<file path="config.mk">
export PLATFORM = sky130hd
export DESIGN_NAME = serial_deserializer
export DESIGN_NICKNAME = d
export VERILOG_FILES = /design/src/rtl/serial_deserializer.sv
export SDC_FILE = /design/constraint.sdc
export NUM_CORES = 1
export LEC_CHECK = 0
export CORE_ASPECT_RATIO = 0.5
export CORE_MARGIN = 1
export CORE_UTILIZATION = 42
export DETAILED_ROUTE_END_ITERATION = 16
export DONT_BUFFER_PORTS = 1
export HOLD_SLACK_MARGIN = 0.05
export PLACE_DENSITY = 0.64
export SYNTH_ARGS = -nofsm -noshare
export SYNTH_HDL_FRONTEND = slang
export SYNTH_SLANG_ARGS = --single-unit
</file>
<file path="constraint.sdc">
create_clock -name clk -period 1.82 [get_ports clk]
set_input_delay 0.364 -clock clk [delete_from_list [all_inputs] [get_ports clk]]
set_output_delay 0.364 -clock clk [all_outputs]
set_load 0.1 [all_outputs]
</file>
<file path="src/rtl/serial_deserializer.sv">
// Serial-to-parallel word assembler with per-word bit order, sof resync
// and a single-entry valid/ready output register with sticky overrun.
module serial_deserializer #(
  parameter int WIDTH = 8
) (
  input  logic             clk,
  input  logic             rst_n,
  input  logic             enable,
  input  logic             lsb_first,
  input  logic             bit_valid,
  input  logic             bit_in,
  input  logic             sof,
  output logic [WIDTH-1:0] out_data,
  output logic             out_valid,
  input  logic             out_ready,
  output logic             busy,
  output logic             overrun,
  output logic             frame_err,
  input  logic             clr_overrun
);

  localparam int CW = $clog2(WIDTH);
  localparam logic [CW-1:0] LAST = CW'(WIDTH - 1);

  logic [CW-1:0]    cnt_q, cnt_base, cnt_d;
  logic [WIDTH-1:0] sreg_q, sreg_base, sreg_d;
  logic             order_q, order_use;
  logic             accept, complete, load, drop;

  // sof restarts the word from this bit: count and partial data are
  // treated as empty before the incoming bit is applied.
  always_comb begin
    accept    = enable & bit_valid;
    cnt_base  = sof ? '0 : cnt_q;
    sreg_base = sof ? '0 : sreg_q;
    order_use = (cnt_base == '0) ? lsb_first : order_q;
    sreg_d    = order_use ? {bit_in, sreg_base[WIDTH-1:1]}
                          : {sreg_base[WIDTH-2:0], bit_in};
    complete  = accept && (cnt_base == LAST);
    cnt_d     = complete ? '0 : cnt_base + 1'b1;
    load      = complete && (!out_valid || out_ready);
    drop      = complete && out_valid && !out_ready;
  end

  always_ff @(posedge clk or negedge rst_n) begin
    if (!rst_n) begin
      cnt_q   <= '0;
      sreg_q  <= '0;
      order_q <= 1'b1;
    end else if (accept) begin
      cnt_q   <= cnt_d;
      sreg_q  <= sreg_d;
      order_q <= order_use;
    end
  end

  always_ff @(posedge clk or negedge rst_n) begin
    if (!rst_n) begin
      out_data  <= '0;
      out_valid <= 1'b0;
      overrun   <= 1'b0;
      frame_err <= 1'b0;
    end else begin
      frame_err <= accept && sof && (cnt_q != '0);
      if (load) begin
        out_data  <= sreg_d;
        out_valid <= 1'b1;
      end else if (out_valid && out_ready) begin
        out_valid <= 1'b0;
      end
      // a fresh drop wins over a same-cycle clear
      if (drop)             overrun <= 1'b1;
      else if (clr_overrun) overrun <= 1'b0;
    end
  end

  assign busy = (cnt_q != '0);

endmodule

</file>
After elaboration in Yosys (flattened, before gate mapping)

Index checks and enable logic that the tools add are counted.

RAM bits: 0
ROM bits: 0
Memories kept: 0
Input bits: 9
Output and inout bits: 12
Register bits after elaboration: 23
Bits in latches: 0
Word-level logic and storage cells: 33

Reduce and logical (&&, ||, !) cells: 14
Div/mod/pow operators: 0
Mux-type cells: 9
Add/subtract/negate cells: 1
$lt $le $gt $ge: 0
Shift operators: 0
Multipliers: 0
Eq/ne operators: 1
Bitwise gates (word level): 1

Operators by type and width:

| kind                | count |
|---|---|
| $mux 8              | 2 |
| $logic_and 1x1->1   | 7 |
| $mux 3              | 2 |
| $mux 1              | 5 |
| $reduce_bool 2->1   | 2 |
| $add 3x1->3 const B | 1 |
| $eq 3x3->1 const B  | 1 |
| $logic_not 3->1     | 1 |
| $reduce_bool 3->1   | 1 |
| $logic_not 1->1     | 2 |
| $and 1x1->1         | 1 |
| $logic_or 1x1->1    | 1 |

Logic depth before layout (Yosys ltp)

Depth after elaboration: 6
Depth in mapped cells: 9
Gate-level depth less buffers: 7

Worst setup path before layout

OpenSTA, ideal clock, no wires.

Path type: flip-flop to flip-flop
Start point: register out_valid
End point: register out_data[2]
Clock period less this slack: 1.810 ns
Cell stages (with the launch flop): 7
Buffers on the path: 2
Required time: 1.697 ns
Slack: 0.010 ns
Arrival time: 1.687 ns
Setup time: 0.123 ns
Path through: dfrtp_1 -> nand2b_1 -> and3_1 -> buf_4 -> buf_6 -> nor2_1 -> a21oi_1

Longest elaborated chain between the ends: 3

Ends and longest elaborated chain:

| element                | line | text |
|---|---|---|
| start, declared        | 14   | `output logic out_valid,` |
| start signal, assigned | 60   | `out_valid <= 1'b0;` |
| start signal, assigned | 67   | `out_valid <= 1'b1;` |
| start signal, assigned | 69   | `out_valid <= 1'b0;` |
| $logic_not 1->1        | 41   | `load = complete && (!out_valid \|\| out_ready);` |
| $logic_or 1x1->1       | 41   |  |
| $logic_and 1x1->1      | 41   |  |
| end signal, assigned   | 66   | `out_data <= sreg_d;` |
| end, declared          | 13   | `output logic [WIDTH-1:0] out_data,` |

Every way passes these cells.
A chain may end at the register's enable or synchronous reset.

Worst setup path in the final report

Start point: register cnt_q[1]
End point: register sreg_q[0]

Longest elaborated chain between the ends: 4

Ends and longest elaborated chain:

| element                | line | text |
|---|---|---|
| start, declared        | 25   | `logic [CW-1:0] cnt_q, cnt_base, cnt_d;` |
| start signal, assigned | 51   | `cnt_q <= cnt_d;` |
| $mux 3                 | 34   | `cnt_base = sof ? '0 : cnt_q;` |
| $logic_not 3->1        | 36   | `order_use = (cnt_base == '0) ? lsb_first : order_q;` |
| $mux 1                 | 36   |  |
| $mux 8                 | 37   | `sreg_d = order_use ? {bit_in, sreg_base[WIDTH-1:1]}` |
| end signal, assigned   | 52   | `sreg_q <= sreg_d;` |
| end, declared          | 26   | `logic [WIDTH-1:0] sreg_q, sreg_base, sreg_d;` |

Every way passes these cells.

==> impl_metrics.toml <==
[synth]
synthCells = 119
synth_compound_area_frac = 0.158
yosys.area_share.simple = 0.171
syn_area_per_cell_um2 = 10.2
synthDistinctLibCells = 33
ys_warn_count = 0
syn-num-nets = 131
seq_area_frac_synth = 0.475
synth_top_family_by_area = "simple AND/OR/NAND/NOR gates"
synth.cell_area_um2 = 1210
synthAdderAreaFrac = 0.0309
synthXorXnorAreaFrac = 0
yosys_register_bits = 23
synthMuxAreaShare = 0.108

[cells_and_area]
nets = 144
post-route-util = 0.523
area_delta_synth_final_pct = 14.9
final_cell_mix = "dfrtp_1, nand2_1, buf_4, mux2i_1, nor2_1"
nFillCells = 254
seq_area_um2 = 577
final_common_cell = "dfrtp_1"
multiInputGateArea_um2 = 584
drive_above_1_share = 0.221
diodes = 0

[die]
rows = 13
start_util = 0.455
die_x_um = 78.1
die_y_um = 40.0
io-pin-count = 21
die-area_um2 = 3120
core-area_um2 = 2670

[sta]
fmax_ghz = 0.573
tightestPinTransition_ns = 1.05
hold_ws_ns = 0.203
worst_slew_margin_rel = 0.296
slew_violations = 0
setup_slack_ns = 0.0741
setup_violations = 0
fin_setup_tns_ns = 0
fin_crit_sh = 0.959
fin_skew_ns = 0.00236
fin_crit_ns = 1.75
hold_violations = 0

[global_routing]
grt_max_degree = 24
grt_overflow = 0
antenna_found_initial = 0
grt_usage = 0.178
grt_pass1_wl_mm = 4.02
grt_pass1_vias = 811

[drt]
drc = 0
wl_per_cell_um = 15.3
wl_mm = 2.57
drtAntennaViolNets = 0
dr.pass1.iters = 4
viasPerCell = 5.32
vias = 893
drt_iter0_markers = 59

[run]
maxCapViolCount = 0

[setup_path]
r2r-start = "cnt_q[1]$_DFFE_PN0P_"
worstPathMaxFanout = 3
required_ns = 1.95
crit_type = "reg2reg"
crit_arrival_ns = 1.88
rr_endpoint = "sreg_q[0]$_DFFE_PN0P_"
rrSetupSlack_ns = 0.07
crit_path_end_kind = "flop"
reg2reg_depth = 7
crit_path_start_kind = "flop"

[clocking]
root_buffer = "clkbuf_8"
clock_path_buffers = 2
cts_buffers = 3
cts_tree = "done"
clock_sinks = 23
path_clk_slew_ns = 0.08
htree_levels = 1
post_cts_buffers = 0
clk_latency_ns = 0.27

[min_path]
hp-start = "clr_overrun"
holdPathEnd = "overrun$_DFFE_PN0P_"
holdPathStages = 1
hold_class = "in2reg"

[power]
p_leak_nw = 0.673
ir_drop_v = 0.000257
power.total_mw = 1.23
powerDensity_nw_per_um2 = 884

[placement]
globalplace.congestion = 0.712
dp_hpwl_mm = 1.80
port_buffers = 0
pre_cts_slack_ns = 0.0780

[run_status]
outcome = "finished, final reports clean"
final cells by class:
cell class                 count  share of cell area
clock inverter                 1             0.00358
sequential                    23               0.413
timing repair buffer          15              0.0914
multi-input combinational     85               0.418
inverter                       4              0.0108
clock buffer                   3              0.0296
tap                           37              0.0332
through the flow:
step	cell area, um^2	instances
global route	1400	168
detailed placement	1320	163
CTS	1380	168
finish	1400	168
global placement	1320	163
floorplan	1210	119
metal layers:
layer / track usage / vias to the layer above / part of all wire
met5: 0 / - / 0
met4: 0.0602 / 0 / 0.0031
met3: 0.0636 / 2 / 0.060
met2: 0.270 / 25 / 0.43
met1: 0.240 / 430 / 0.51
li1: - / 436 / -
registers in the layout (all words and copies together), names as in the netlist:
name / flops
cnt_q: 3
frame_err: 1
order_q: 1
out_data: 8
out_valid: 1
overrun: 1
sreg_q: 8
synthesized netlist by cell type, drive strengths merged:
master | instances | area [um^2]
o22a | 6 | 52.6
or2 | 1 | 6.26
o22ai | 1 | 6.26
ha | 3 | 37.5
o21ai | 9 | 45.0
a21oi | 7 | 50.0
buf | 5 | 46.3
or3 | 1 | 6.26
and2 | 1 | 6.26
and3 | 2 | 12.5
dfrtp | 22 | 551
a31oi | 3 | 18.8
nand4b | 1 | 8.76
nand2b | 2 | 12.5
nor2 | 10 | 37.5
inv | 4 | 15.0
mux2 | 1 | 11.3
nor2b | 4 | 35.0
a21bo | 1 | 10.0
dfstp | 1 | 26.3
clkbuf | 2 | 8.75
a32oi | 1 | 8.76
or2b | 1 | 7.51
mux2i | 12 | 120
nand2 | 16 | 60.1
nand3b | 2 | 15.0
worst max-delay path: stages (launching register included):
cell and delay (ns):
dfrtp_1 0.40, nor2b_2 0.17, inv_1 0.06, ha_2 0.18, nor2b_4 0.15, mux2_1 0.33, a32oi_2 0.22, o21ai_1 0.10
worst max-delay path by stage:
stage	from	slack [ns]	endpoint	cells after the start
2_1_floorplan	out_valid$_DFFE_PN0P_	0.01	out_data[2]$_DFFE_PN0P_	6
3_3_place_gp	cnt_q[1]$_DFFE_PN0P_	0.15	out_data[0]$_DFFE_PN0P_	7
3_5_place_dp	cnt_q[1]$_DFFE_PN0P_	0.08	sreg_q[0]$_DFFE_PN0P_	7
4_1_cts	cnt_q[1]$_DFFE_PN0P_	0.07	sreg_q[0]$_DFFE_PN0P_	7
5_1_grt	cnt_q[1]$_DFFE_PN0P_	-0.009	sreg_q[0]$_DFFE_PN0P_	7
6_report	cnt_q[1]$_DFFE_PN0P_	0.07	sreg_q[0]$_DFFE_PN0P_	7
kinds of logic (layout without fill, tap and decap cells):
kind of cell / Yosys count / count (layout)
AO/OA/AOI/OAI: 28 / 28
multiplexers: 13 / 13
flip-flops: 23 / 23
AND/OR/NAND/NOR: 41 / 41
buffers and inverters: 11 / 23
adder cells (fa/ha/maj): 3 / 3
power by group:
part | switching, mW | internal (mW) | leakage [nW]
Clock | 0.171 | 0.153 | 0.0255
Combinational | 0.193 | 0.110 | 0.338
Sequential | 0.0534 | 0.554 | 0.310
what timing repair did:
| item | in CTS | in global routing |
|---|---|---|
| hold buffers | 1 | 0 |
| endpoints found under the hold margin | 23 | 0 |
| setup endpoints to repair | 0 | 14 |
| resized for setup | 0 | 4 |
No activity file was read; power rests on OpenSTA's default activity.
